===== config.mk =====
export PLATFORM = sky130hd
export DESIGN_NAME = sonar_scheduler
export DESIGN_NICKNAME = d
export VERILOG_FILES = /design/src/rtl/sonar_pkg.sv /design/src/rtl/sonar_median3.sv /design/src/rtl/sonar_scheduler.sv
export SDC_FILE = /design/constraint.sdc
export NUM_CORES = 1
export LEC_CHECK = 0
export ABC_CLOCK_PERIOD_IN_PS = 7900
export CAP_MARGIN = 20
export CORE_MARGIN = 2
export CORE_UTILIZATION = 65
export DETAILED_ROUTE_END_ITERATION = 8
export DONT_BUFFER_PORTS = 1
export PLACE_DENSITY = 0.81
export SLEW_MARGIN = 10
export SYNTH_ARGS = -nofsm -noshare
export SYNTH_HDL_FRONTEND = slang
export SYNTH_SLANG_ARGS = --single-unit

===== constraint.sdc =====
create_clock -name clock -period 7.9 [get_ports clock]
set_clock_uncertainty 0.2 [all_clocks]
set_input_delay 2.37 -clock clock [delete_from_list [all_inputs] [get_ports clock]]
set_output_delay 2.37 -clock clock [all_outputs]
set_load 0.005 [all_outputs]

===== src/rtl/sonar_pkg.sv =====
// sonar_pkg - shared definitions for the three-sensor sonar scheduler.
//   State encoding (also exported on db_estado), sensor count, distance
//   width, default timing parameters and small unsigned min/max helpers.
// Optional feature macro used by the scheduler: SONAR_TIMEOUT_EN.

package sonar_pkg;

    localparam int N_SENSORS          = 3;
    localparam int DIST_W             = 12;
    localparam int TIMEOUT_CYCLES_DEF = 1500000;  // 30 ms at 50 MHz
    localparam int GUARD_CYCLES_DEF   = 500000;   // 10 ms at 50 MHz

    typedef enum logic [2:0] {
        ST_IDLE   = 3'd0,
        ST_START  = 3'd1,
        ST_WAIT   = 3'd2,
        ST_STORE  = 3'd3,
        ST_GUARD  = 3'd4,
        ST_MEDIAN = 3'd5,
        ST_DONE   = 3'd6
    } state_e;

    // BCD codes order the same way as their numeric values, so plain
    // unsigned compares on the raw 12-bit code are sufficient.
    function automatic logic [DIST_W-1:0] min2(input logic [DIST_W-1:0] a,
                                               input logic [DIST_W-1:0] b);
        return (a < b) ? a : b;
    endfunction

    function automatic logic [DIST_W-1:0] max2(input logic [DIST_W-1:0] a,
                                               input logic [DIST_W-1:0] b);
        return (a < b) ? b : a;
    endfunction

endpackage


===== src/rtl/sonar_median3.sv =====
// sonar_median3 - combinational selection of the round result.
//   a_i/b_i/c_i   : slot values of sensors 0/1/2
//   mask_i        : bit i set = slot i holds a valid result
//   median_o      : median of 3 (all valid), smaller of 2 (two valid),
//                   the single value (one valid), 0 otherwise
//   none_valid_o  : no slot valid

module sonar_median3
    import sonar_pkg::*;
(
    input  logic [DIST_W-1:0]    a_i,
    input  logic [DIST_W-1:0]    b_i,
    input  logic [DIST_W-1:0]    c_i,
    input  logic [N_SENSORS-1:0] mask_i,
    output logic [DIST_W-1:0]    median_o,
    output logic                 none_valid_o
);

    logic [DIST_W-1:0] med3;

    // median(a,b,c) = max(min(a,b), min(max(a,b), c))
    assign med3 = max2(min2(a_i, b_i), min2(max2(a_i, b_i), c_i));

    always_comb begin
        median_o     = '0;
        none_valid_o = 1'b0;
        case (mask_i)
            3'b111:  median_o = med3;
            3'b011:  median_o = min2(a_i, b_i);
            3'b101:  median_o = min2(a_i, c_i);
            3'b110:  median_o = min2(b_i, c_i);
            3'b001:  median_o = a_i;
            3'b010:  median_o = b_i;
            3'b100:  median_o = c_i;
            default: none_valid_o = 1'b1;
        endcase
    end

endmodule


===== src/rtl/sonar_scheduler.sv =====
// sonar_scheduler - sequences one shared ultrasonic measurement unit over
//   three sensors and reports the median distance of each round.
// Ports:
//   clock, reset (async, active-high)
//   mensurar       : request one round (ignored outside IDLE)
//   fim_medida_in  : done pulse from the shared unit, distancia_in valid with it
//   sel            : sensor select 0..2
//   medir          : one-cycle start pulse to the shared unit
//   zera_medida    : one-cycle abort pulse (timeout build only, else 0)
//   distancia      : result of the last round
//   valid_mask     : sensors that answered in the last round
//   fim_medida     : one-cycle round-complete pulse
//   erro           : last round had no valid sensor
//   db_estado      : current state code
// Build option: define SONAR_TIMEOUT_EN to enable the per-sensor timeout.
//
// state  | meaning
// IDLE   | wait for mensurar
// START  | medir pulse for sensor sel
// WAIT   | wait for fim_medida_in (or timeout)
// STORE  | result captured, pick GUARD or MEDIAN
// GUARD  | crosstalk gap before next sensor
// MEDIAN | compute round result
// DONE   | fim_medida pulse

module sonar_scheduler
    import sonar_pkg::*;
#(
    parameter int TIMEOUT_CYCLES = TIMEOUT_CYCLES_DEF,
    parameter int GUARD_CYCLES   = GUARD_CYCLES_DEF
) (
    input  logic                 clock,
    input  logic                 reset,
    input  logic                 mensurar,
    input  logic                 fim_medida_in,
    input  logic [DIST_W-1:0]    distancia_in,
    output logic [1:0]           sel,
    output logic                 medir,
    output logic                 zera_medida,
    output logic [DIST_W-1:0]    distancia,
    output logic [N_SENSORS-1:0] valid_mask,
    output logic                 fim_medida,
    output logic                 erro,
    output logic [3:0]           db_estado
);

    localparam int GW = $clog2(GUARD_CYCLES + 1);

    state_e                 state_q;
    logic [1:0]             sel_q;
    logic                   medir_q;
    logic                   fim_q;
    logic                   erro_q;
    logic [N_SENSORS-1:0]   valid_q;
    logic [DIST_W-1:0]      dist_q;
    logic [DIST_W-1:0]      slot_q [N_SENSORS];
    logic [GW-1:0]          guard_q;
    logic [DIST_W-1:0]      median;
    logic                   none_valid;

`ifdef SONAR_TIMEOUT_EN
    localparam int TW = $clog2(TIMEOUT_CYCLES + 1);
    logic [TW-1:0]          tmo_q;
    logic                   zera_q;
`endif

    sonar_median3 u_median (
        .a_i          (slot_q[0]),
        .b_i          (slot_q[1]),
        .c_i          (slot_q[2]),
        .mask_i       (valid_q),
        .median_o     (median),
        .none_valid_o (none_valid)
    );

    always_ff @(posedge clock or posedge reset) begin
        if (reset) begin
            state_q <= ST_IDLE;
            sel_q   <= '0;
            medir_q <= 1'b0;
            fim_q   <= 1'b0;
            erro_q  <= 1'b0;
            valid_q <= '0;
            dist_q  <= '0;
            guard_q <= '0;
            for (int i = 0; i < N_SENSORS; i++) slot_q[i] <= '0;
`ifdef SONAR_TIMEOUT_EN
            tmo_q   <= '0;
            zera_q  <= 1'b0;
`endif
        end else begin
            medir_q <= 1'b0;
            fim_q   <= 1'b0;
`ifdef SONAR_TIMEOUT_EN
            zera_q  <= 1'b0;
`endif
            case (state_q)
                ST_IDLE: begin
                    if (mensurar) begin
                        sel_q   <= '0;
                        valid_q <= '0;
                        erro_q  <= 1'b0;
                        medir_q <= 1'b1;
                        state_q <= ST_START;
                    end
                end
                ST_START: begin
`ifdef SONAR_TIMEOUT_EN
                    tmo_q   <= TW'(TIMEOUT_CYCLES - 1);
`endif
                    state_q <= ST_WAIT;
                end
                ST_WAIT: begin
                    // Capture on the done pulse itself: distancia_in is only
                    // guaranteed valid in that cycle. A result arriving in the
                    // expiry cycle wins over the timeout.
                    if (fim_medida_in) begin
                        slot_q[sel_q]  <= distancia_in;
                        valid_q[sel_q] <= 1'b1;
                        state_q        <= ST_STORE;
                    end
`ifdef SONAR_TIMEOUT_EN
                    else if (tmo_q == '0) begin
                        zera_q  <= 1'b1;
                        guard_q <= GW'(GUARD_CYCLES - 1);
                        state_q <= (sel_q == 2'd2) ? ST_MEDIAN : ST_GUARD;
                    end else begin
                        tmo_q <= tmo_q - TW'(1);
                    end
`endif
                end
                ST_STORE: begin
                    guard_q <= GW'(GUARD_CYCLES - 1);
                    state_q <= (sel_q == 2'd2) ? ST_MEDIAN : ST_GUARD;
                end
                ST_GUARD: begin
                    if (guard_q == '0) begin
                        sel_q   <= sel_q + 2'd1;
                        medir_q <= 1'b1;
                        state_q <= ST_START;
                    end else begin
                        guard_q <= guard_q - GW'(1);
                    end
                end
                ST_MEDIAN: begin
                    if (none_valid) erro_q <= 1'b1;
                    else            dist_q <= median;
                    fim_q   <= 1'b1;
                    state_q <= ST_DONE;
                end
                ST_DONE:  state_q <= ST_IDLE;
                default:  state_q <= ST_IDLE;
            endcase
        end
    end

    assign sel        = sel_q;
    assign medir      = medir_q;
    assign distancia  = dist_q;
    assign valid_mask = valid_q;
    assign fim_medida = fim_q;
    assign erro       = erro_q;
    assign db_estado  = {1'b0, state_q};
`ifdef SONAR_TIMEOUT_EN
    assign zera_medida = zera_q;
`else
    assign zera_medida = 1'b0;
`endif

endmodule


==> flow_metrics.tcl <==
set metrics [dict create \
    worstSetupPathType "reg2reg" \
    cpPeakStageDelay_ps 490 \
    drt_pre_antenna_iters 6 \
    drt_iter0_drc 606 \
    grt_setup_unrepaired "no" \
    maxCapViolCount 0 \
    ys.flop_type "dfrtp_1" \
    worst_slew_pin_slew_ps 937 \
    yosys_warnings 0 \
    nFillCells 717 \
    layout_worst_path_cycle_share 0.929 \
    synth_top_area_cell "dfrtp_1" \
    cpMaxStageDelayCell "a211o_2" \
    place_congestion 0.978 \
    finalCriticalPeriod_ps 7340 \
    diodes 0 \
    cts-resized-gates 0 \
    cts_root_buf "clkbuf_8" \
    core_area_um2 9110 \
    drt-total-wl_mm 17.4 \
    synth_area_leaders "dfrtp_1 (32%), ha_1 (12%), mux2_2 (8.8%)" \
    crit_buf_inv 3 \
    antenna_found_initial 0 \
    cts_buffer_depth 2 \
    die_x_um 100 \
    synthCells 663 \
    drc 0 \
    synth.avg_cell_area_um2 9.09 \
    grt_pass1_vias 5446 \
    synth_edf_count 0 \
    cp-start-kind "flip-flop" \
    hold_violations 0 \
    fp.dieH_um 100 \
    portBuffers 0 \
    overflow 0 \
    grt_max_degree 79 \
    fin_tns_setup_ps 0 \
    grtUsageTotal 0.359 \
    multi_input_area_um2 3770 \
    dp.final_hpwl_mm 12.1 \
    postSynth.asyncResetShare 1.00 \
    setup_viol 0 \
    ys_ff_latch 78 \
    clk_pin_slew_ps 100 \
    dr_total_vias 5452 \
    clk_latency_ps 390 \
    drive_gt1_frac 0.142 \
    wl_per_cell_um 22.8 \
    cp.arrival_ps 7410 \
    worst_setup_path_end_kind "flip-flop" \
    drt-vias-per-instance 7.12 \
    cts_setup_buffers 0 \
    required_ps 7970 \
    synth_cell_type_count 63 \
    grt_pass1_wl_mm 27.7 \
    synthesis.area_um2 6030 \
    ant_nets 0 \
    crit_family "compound AO/OA/AOI/OAI gates" \
    cts_sinks 78 \
    areaGrowthSynthToFinish_pct 4.98 \
    yosysSeqAreaShare 0.324 \
    fin_nets 725 \
    fp.dieArea_um2 10100 \
    synth_top_area_frac 0.324 \
    cts_hold_buf 0 \
    ios 41 \
    start_util 0.662 \
    core.rowCount 35 \
    outcome "completed" \
    min_path_type "reg2reg" \
    cts_tree "built" \
    synth_most_common_cell "dfrtp_1" \
    report.final.slew_viol_count 0 \
    synth_common_cells "dfrtp_1 (78), ha_1 (59), a21oi_1 (57)" \
    seqCellArea_um2 1950 \
    cts_made_buffers 9 \
    clock.fmax_mhz 136 \
    slew_headroom 0.375 \
    cp_max_fo 13 \
    htree_levels 3 \
]
## cells by family after synthesis
logic type / synth area share
other cells: 0.000622
simple gates: 0.137
buf+inv: 0.0525
compound gates: 0.220
flops: 0.324
fa+ha+maj: 0.122
mux: 0.126
xor+xnor: 0.0174
## registers in the layout, indices dropped and copies added (netlist names)
name,flops
sel,2
guard_q,19
slot_q,36
state_q,3
fim_medida,1
medir,1
erro,1
valid_mask,3
distancia,12
## worst paths after layout
kind / start / to / slack, ps / depth (start not counted)
min: guard_q[17] / guard_q[17] / 330 / 2
min in group asynchronous: reset / slot_q[14] / 1670 / 2
max reg2reg: slot_q[19] / distancia[3] / 560 / 25
max: slot_q[19] / distancia[3] / 560 / 25
min reg2reg: guard_q[17] / guard_q[17] / 330 / 2
max in group asynchronous: reset / distancia[1] / 5230 / 3
## layer usage
layer  global-route usage  up-vias  share of wire
met5                    0        -              0
met3               0.0989       74           0.10
met4                0.145        0          0.038
li1                     -     2443              -
met1                0.443     2632           0.39
met2                0.596      303           0.46
## through the flow
step	setup WS [ps]	instance area, um2	utilization	cells	hold WS (ps)
2_1_floorplan	1780	6030	-	664	281
3_3_place_gp	971	6090	0.669	749	305
3_5_place_dp	723	6090	0.669	749	305
4_1_cts	646	6300	0.692	765	334
5_1_grt	89.0	6330	0.695	766	364
6_report	559	6330	0.695	766	328
## placed cells by master, fill, tap and decap left out, types with 13 or more instances in the layout
cell     synthesis  layout
a21oi_1         57      57
a31oi_1         13      13
dfrtp_1         78      78
ha_1            59      59
inv_1           43      42
mux2_2          47      47
nand2_1         45      45
nand3_1         13      13
nor2_1          39      39
nor3_1          23      23
o21ai_0         39      39
## layout make-up
type,instances,share of cell area
clock buffer,9,0.0196
sequential,78,0.308
timing repair buffer,10,0.0150
multi-input combinational,508,0.595
tap,111,0.0219
clock inverter,7,0.0138
inverter,43,0.0257
## worst register-to-register path: stages, from the launching register on
cell,delay [ps]
dfrtp_1,440
inv_1,90
ha_1,300
nand2_1,100
o21ai_0,420
a21o_1,190
a21o_1,360
buf_4,260
mux2_2,370
ha_1,310
o211a_1,230
a211oi_1,270
nor3_1,160
a2111oi_0,330
a211o_2,490
mux2i_2,300
ha_1,280
a211oi_1,240
o21ai_0,120
a211oi_1,460
nand4_1,140
mux2_2,290
o211ai_1,210
buf_4,230
a21boi_0,90
o32a_1,370
Power is not shown: default switching activity piles up to over one toggle a cycle in this logic, so the estimate is an artifact.
